`src/rtl/synth_mix_pkg.sv`:
```
// Shared constants and state type for the time-multiplexed voice mixer.
package synth_mix_pkg;

  localparam int unsigned NVOICE = 8;
  localparam int unsigned DW     = 16;
  // Three guard bits hold the sum of eight full-scale samples.
  localparam int unsigned ACCW   = DW + 3;

  typedef enum logic [1:0] {IDLE, SCAN, DONE} mix_state_t;

endpackage

```
`src/rtl/voice_mixer_if.sv`:
```
// Mixer-side signals: tick and enables in, mux select out, mux data back, mix result out.
interface voice_mixer_if;
  import synth_mix_pkg::*;

  logic                   sample_tick;
  logic [NVOICE-1:0]      voice_en;
  logic [NVOICE-1:0]      oneHot;
  logic signed [DW-1:0]   mux_data;
  logic signed [DW-1:0]   mix_out;
  logic                   mix_valid;
  logic                   busy;
  logic                   overrun;

  modport master (
    output sample_tick, voice_en, mux_data,
    input  oneHot, mix_out, mix_valid, busy, overrun
  );

  modport slave (
    input  sample_tick, voice_en, mux_data,
    output oneHot, mix_out, mix_valid, busy, overrun
  );

endinterface

```
`src/rtl/voice_mixer_sat_shift.sv`:
```
// Arithmetic right shift of the accumulator followed by clamping to the signed DW range.
module sat_shift #(
  parameter int unsigned ACCW  = 19,
  parameter int unsigned DW    = 16,
  parameter int unsigned SHIFT = 2
) (
  input  logic signed [ACCW-1:0] din,
  output logic signed [DW-1:0]   dout
);

  localparam logic signed [ACCW-1:0] MaxV = ACCW'((2 ** (DW - 1)) - 1);
  localparam logic signed [ACCW-1:0] MinV = ~MaxV;

  logic signed [ACCW-1:0] shifted;

  always_comb begin
    shifted = din >>> SHIFT;
    if (shifted > MaxV) begin
      dout = MaxV[DW-1:0];
    end else if (shifted < MinV) begin
      dout = MinV[DW-1:0];
    end else begin
      dout = shifted[DW-1:0];
    end
  end

endmodule

```
`src/rtl/voice_mixer.sv`:
```
// 8-voice mixer: walks a one-hot mux select per tick, sums enabled voices, emits a scaled mix.
module voice_mixer
  import synth_mix_pkg::*;
#(
  parameter int unsigned SHIFT = 2
) (
  input  logic           clk,
  input  logic           reset_n,
  voice_mixer_if.slave   bus
);

  mix_state_t              state_q;
  logic [NVOICE-1:0]       one_hot_q;
  logic [NVOICE-1:0]       en_q;
  logic signed [ACCW-1:0]  acc_q;
  logic signed [DW-1:0]    mix_out_q;
  logic                    mix_valid_q;
  logic                    busy_q;
  logic                    overrun_q;
  logic signed [DW-1:0]    sat_val;
  logic signed [ACCW-1:0]  sample_ext;

  assign sample_ext = {{(ACCW - DW){bus.mux_data[DW-1]}}, bus.mux_data};

  sat_shift #(
    .ACCW  (ACCW),
    .DW    (DW),
    .SHIFT (SHIFT)
  ) u_sat (
    .din  (acc_q),
    .dout (sat_val)
  );

  always_ff @(posedge clk or negedge reset_n) begin
    if (!reset_n) begin
      state_q     <= IDLE;
      one_hot_q   <= '0;
      en_q        <= '0;
      acc_q       <= '0;
      mix_out_q   <= '0;
      mix_valid_q <= 1'b0;
      busy_q      <= 1'b0;
      overrun_q   <= 1'b0;
    end else begin
      mix_valid_q <= 1'b0;
      // Any tick outside IDLE is dropped and latched as an overrun.
      if (bus.sample_tick && state_q != IDLE) begin
        overrun_q <= 1'b1;
      end
      unique case (state_q)
        IDLE: begin
          if (bus.sample_tick) begin
            en_q      <= bus.voice_en;
            acc_q     <= '0;
            one_hot_q <= NVOICE'(1);
            busy_q    <= 1'b1;
            state_q   <= SCAN;
          end
        end
        SCAN: begin
          if ((en_q & one_hot_q) != '0) begin
            acc_q <= acc_q + sample_ext;
          end
          if (one_hot_q[NVOICE-1]) begin
            one_hot_q <= '0;
            state_q   <= DONE;
          end else begin
            one_hot_q <= one_hot_q << 1;
          end
        end
        DONE: begin
          mix_out_q   <= sat_val;
          mix_valid_q <= 1'b1;
          busy_q      <= 1'b0;
          state_q     <= IDLE;
        end
        default: state_q <= IDLE;
      endcase
    end
  end

  assign bus.oneHot    = one_hot_q;
  assign bus.mix_out   = mix_out_q;
  assign bus.mix_valid = mix_valid_q;
  assign bus.busy      = busy_q;
  assign bus.overrun   = overrun_q;

endmodule

```
`src/flat_wrapper.sv`:
```
// flat-port wrapper written by rule: the top's interface ports become plain ports
module voice_mixer_flat import synth_mix_pkg::*;
#(
  parameter int unsigned SHIFT = 2
)
  (clk, reset_n, bus_sample_tick, bus_voice_en, bus_mux_data, bus_oneHot, bus_mix_out, bus_mix_valid, bus_busy, bus_overrun);
  voice_mixer_if bus_i ();
  input  logic clk;
  input  logic reset_n;
  input wire logic [$bits(bus_i.sample_tick)-1:0] bus_sample_tick;
  input wire logic [$bits(bus_i.voice_en)-1:0] bus_voice_en;
  input wire logic [$bits(bus_i.mux_data)-1:0] bus_mux_data;
  output wire logic [$bits(bus_i.oneHot)-1:0] bus_oneHot;
  output wire logic [$bits(bus_i.mix_out)-1:0] bus_mix_out;
  output wire logic [$bits(bus_i.mix_valid)-1:0] bus_mix_valid;
  output wire logic [$bits(bus_i.busy)-1:0] bus_busy;
  output wire logic [$bits(bus_i.overrun)-1:0] bus_overrun;
  assign bus_i.sample_tick = bus_sample_tick;
  assign bus_i.voice_en = bus_voice_en;
  assign bus_i.mux_data = bus_mux_data;
  assign bus_oneHot = bus_i.oneHot;
  assign bus_mix_out = bus_i.mix_out;
  assign bus_mix_valid = bus_i.mix_valid;
  assign bus_busy = bus_i.busy;
  assign bus_overrun = bus_i.overrun;
  voice_mixer #(.SHIFT(SHIFT)) u_core (.clk(clk), .reset_n(reset_n), .bus(bus_i));
endmodule
```
`config.mk`:
```
export PLATFORM = sky130hd
export DESIGN_NAME = voice_mixer_flat
export DESIGN_NICKNAME = d
export VERILOG_FILES = /design/src/rtl/synth_mix_pkg.sv /design/src/rtl/voice_mixer_if.sv /design/src/rtl/voice_mixer_sat_shift.sv /design/src/rtl/voice_mixer.sv /design/src/flat_wrapper.sv
export SDC_FILE = /design/constraint.sdc
export NUM_CORES = 1
export LEC_CHECK = 0
export ABC_CLOCK_PERIOD_IN_PS = 2900
export CAP_MARGIN = 20
export CELL_PAD_IN_SITES_DETAIL_PLACEMENT = 1
export CELL_PAD_IN_SITES_GLOBAL_PLACEMENT = 2
export CORE_UTILIZATION = 25
export DETAILED_ROUTE_END_ITERATION = 10
export PLACE_DENSITY_LB_ADDON = 0.3
export SYNTH_ARGS = -nofsm -noshare
export SYNTH_HDL_FRONTEND = slang
export SYNTH_SLANG_ARGS = --single-unit
```
`constraint.sdc`:
```
create_clock -name clk -period 2.9 [get_ports clk]
set_input_delay 0.29 -clock clk [delete_from_list [all_inputs] [get_ports clk]]
set_output_delay 0.29 -clock clk [all_outputs]
set_load 0.1 [all_outputs]
```
==> impl_metrics.py <==
metrics = {
    "run_status": {
        "status": "completed",
    },
    "grt": {
        "grt_antenna_before_repair": 0,
        "grt_first_pass_wirelength_um": 13800,
        "grt_pass1_vias": 2682,
        "grt_max_degree": 26,
        "grt.total_usage": 0.135,
        "grt-ovfl-total": 0,
    },
    "setup_path": {
        "cp-end-kind": "flop",
        "worstPathCellList": "clkdlybuf4s50_1, ha_1, fa_1, a21oi_2, o211ai_4, a22o_2, o31ai_1, or4b_1, o211ai_1",
        "worstSetupStartpoint": "bus_mux_data[0]",
        "path_class": "input pin to flop",
        "crit_path_max_incr_delay_ns": 0.45,
        "r2r_start": "u_core.acc_q[0]$_DFFE_PN0P_",
        "slowest_stage": "or4b_1",
        "critPathRequiredTime_ns": 3.12,
        "critPathMaxFanout": 5,
        "worstSetupStartpointType": "input pin",
        "crit_arrival_ns": 2.82,
    },
    "drt": {
        "dr_total_vias": 2578,
        "wire_per_inst_um": 15.0,
        "drt_first_iter_violations": 46,
        "ant_nets": 0,
        "drt_first_pass_iters": 4,
        "drc_errors": 0,
        "via_per_inst": 4.70,
        "drt_wl_total_um": 8260,
    },
    "synthesis": {
        "synthCells": 322,
        "syn_nets": 368,
        "syn_avg_cell_area_um2": 9.88,
        "synthDistinctLibCells": 55,
        "synth_seq_area_share": 0.440,
        "syn_area_mm2": 0.00318,
        "synthArstFlopShare": 1.00,
        "ys_warn_count": 0,
        "synth-main-ff-cell": "dfrtp_1",
        "synth_edf_count": 0,
        "ys_seq_elements": 56,
    },
    "pwr": {
        "ir_worst_vdd_mv": 0.744,
        "totalPowerFinal_mw": 5.20,
        "power.share.switching": 0.510,
        "pwr-share-seq": 0.262,
        "pwr_density_cell_mw_per_mm2": 1280,
        "p_leak_nw": 1.80,
        "p_int_mw": 2.55,
        "p_switching_mw": 2.65,
        "p_clk_frac": 0.138,
        "pwr-share-comb": 0.600,
    },
    "cts": {
        "cts_resized": 0,
        "insertion_delay_ns": 0.30,
        "cts_buffers": 5,
        "cts_tree": "built",
        "clkTransAtPathRegs_ns": 0.08,
        "cts_root_buffer": "clkbuf_16",
        "clock_sinks": 56,
        "h-tree-depth": 2,
        "clockBufferDepth": 2,
    },
    "floorplan": {
        "start_util": 0.261,
        "pin_count": 54,
        "die-area_mm2": 0.0132,
        "fp.dieH_um": 115,
        "fp.dieW_um": 115,
        "core-area_mm2": 0.0122,
        "core.rowCount": 40,
    },
    "sta": {
        "finalMaxSlewViolations": 0,
        "post-route-period-util": 0.895,
        "max_freq_ghz": 0.385,
        "rsz0062_at_grt": "false",
        "fin_skew_ns": 0.0100,
        "setup_tns_ns": 0,
        "tightest_slew_ns": 0.576,
        "slew_headroom": 0.613,
        "finalSetupViolCount": 0,
        "hold_viol_final": 0,
        "finalCriticalPeriod_ns": 2.60,
        "setup_slack_ns": 0.305,
    },
    "layout": {
        "area_delta_synth_final_pct": 27.6,
        "n_antenna_cell": 0,
        "design_area_mm2": 0.00406,
        "drive_gt1_frac": 0.176,
        "fillers": 1418,
        "postLayoutCoreUtil": 0.332,
        "nets": 426,
    },
    "job": {
        "drv_cap": 0,
    },
    "worst_hold_path": {
        "hp-start": "u_core.bus.overrun$_DFFE_PN0P_",
        "hp-class": "flop to flop",
    },
    "placed_design": {
        "dp_slack_ns": 0.0160,
        "place.gp.congestion": 0.758,
        "io_buffer_count": 53,
        "dp_hpwl_um": 6560,
        "placed_cell_area_mm2": 0.00387,
    },
}
stage by stage:
stage               hold slack, ns  instances
finish                       0.476        549
global route                 0.501        549
CTS                          0.482        549
detailed placement           0.329        540
global placement             0.335        540
floorplan                 -0.00559        322
kinds of logic (layout without fill, tap and decap cells):
group                    after synthesis  in the layout  synth area share
AO/OA/AOI/OAI                        101            101             0.213
XOR/XNOR                              12             12            0.0330
adder cells (fa/ha/maj)               24             24            0.0928
buffers and inverters                 18             77            0.0216
flip-flops                            56             56             0.440
multiplexers                          14             14            0.0492
AND/OR/NAND/NOR                       97             97             0.150
power groups by stage:
stage	sequential [mW]	combinational, mW	clock [mW]
after CTS	1.37	3.17	0.742
after global placement	1.38	3.12	0
after detailed placement	1.39	3.16	0
final	1.36	3.12	0.719
after global routing	1.42	3.43	0.767
after floorplan	2.15	1.59	0
path summary, 6_finish.rpt:
| path | endpoint | slack [ns] | cells after the start |
|---|---|---|---|
| max in group asynchronous | u_core.en_q[0]$_DFFE_PN0P_ | 1.71 | 3 |
| setup / recovery | u_core.acc_q[18]$_DFFE_PN0P_ | 0.30 | 9 |
| min in group asynchronous | u_core.bus.mix_out[3]$_DFFE_PN0P_ | 0.52 | 2 |
| hold reg to reg | u_core.bus.overrun$_DFFE_PN0P_ | 0.48 | 1 |
| setup reg to reg | u_core.acc_q[18]$_DFFE_PN0P_ | 0.36 | 8 |
| hold / removal | u_core.bus.overrun$_DFFE_PN0P_ | 0.48 | 1 |
state kept, by name, indices dropped and copies added (netlist names):
register	flops
u_core.acc_q	19
u_core.bus.busy	1
u_core.bus.mix_out	16
u_core.bus.mix_valid	1
u_core.bus.oneHot	8
u_core.bus.overrun	1
u_core.en_q	8
u_core.state_q	2
metal layers:
layer / share of wire / up-vias / track usage
li1: - / 1300 / -
met5: 0 / - / 0
met3: 0.040 / 6 / 0.0290
met2: 0.46 / 51 / 0.220
met1: 0.49 / 1221 / 0.182
met4: 0.0087 / 0 / 0.0312
repair_timing:
item                                   CTS  global route
hold buffers                             1             0
endpoints found under the hold margin    4             0
setup buffers                            0             0
worst max-delay path, delay by kind of cell:
family                   cells  cell delay (ns)
buffers and inverters        1             0.42
adder cells (fa/ha/maj)      2             0.68
AO/OA/AOI/OAI                5             0.98
AND/OR/NAND/NOR              1             0.45
final cells by class:
type | count | area (µm²) | share of cell area
multi-input combinational | 248 | 1710 | 0.422
clock inverter | 2 | 38.8 | 0.00956
clock buffer | 6 | 139 | 0.0342
inverter | 6 | 22.5 | 0.00555
tap | 168 | 210 | 0.0518
timing repair buffer | 63 | 536 | 0.132
sequential | 56 | 1400 | 0.345
cells in the mapped netlist (all sizes together), types with 3 or more instances:
| cell type | instances | share of area |
|---|---|---|
| xnor2 | 8 | 0.022 |
| maj3 | 5 | 0.016 |
| xor2 | 4 | 0.011 |
| nand2 | 39 | 0.046 |
| o31ai | 4 | 0.0094 |
| inv | 5 | 0.0059 |
| nor2 | 11 | 0.013 |
| ha | 18 | 0.071 |
| nand4 | 3 | 0.0079 |
| nand2b | 4 | 0.0079 |
| a211oi | 3 | 0.0071 |
| o21bai | 3 | 0.0071 |
| a22oi | 4 | 0.0094 |
| a31oi | 6 | 0.012 |
| a21o | 6 | 0.014 |
| o211ai | 3 | 0.011 |
| and2 | 3 | 0.0059 |
| clkbuf | 11 | 0.013 |
| mux2 | 13 | 0.046 |
| a21oi | 10 | 0.023 |
| a22o | 7 | 0.020 |
| nand3 | 19 | 0.030 |
| and3 | 4 | 0.0079 |
| dfrtp | 56 | 0.44 |
| o21ai | 45 | 0.071 |
cell usage in the layout, fill, tap and decap left out, types with 2 or more instances in the layout:
cell type	netlist	final
a211oi_1	3	3
a21o_1	6	6
a21oi_1	6	6
a21oi_2	3	3
a22o_1	6	6
a22oi_1	4	4
a31oi_1	6	6
and2_1	3	3
and3_1	4	4
buf_4	0	36
clkbuf_16	0	5
clkdlybuf4s50_1	0	25
dfrtp_1	56	56
ha_1	18	18
inv_1	5	5
maj3_1	5	5
mux2_2	13	13
nand2_1	39	39
nand2b_1	4	4
nand3_1	19	19
nand3b_1	2	2
nand4_1	2	2
nor2_1	11	11
nor2b_1	2	2
nor3_1	2	2
nor3b_1	2	2
o211ai_1	2	2
o21ai_0	43	43
o21ai_1	2	2
o21bai_1	3	3
o31ai_1	4	4
xnor2_1	8	8
xor2_1	4	4
Note: power is estimated with default switching activity, not from simulation.
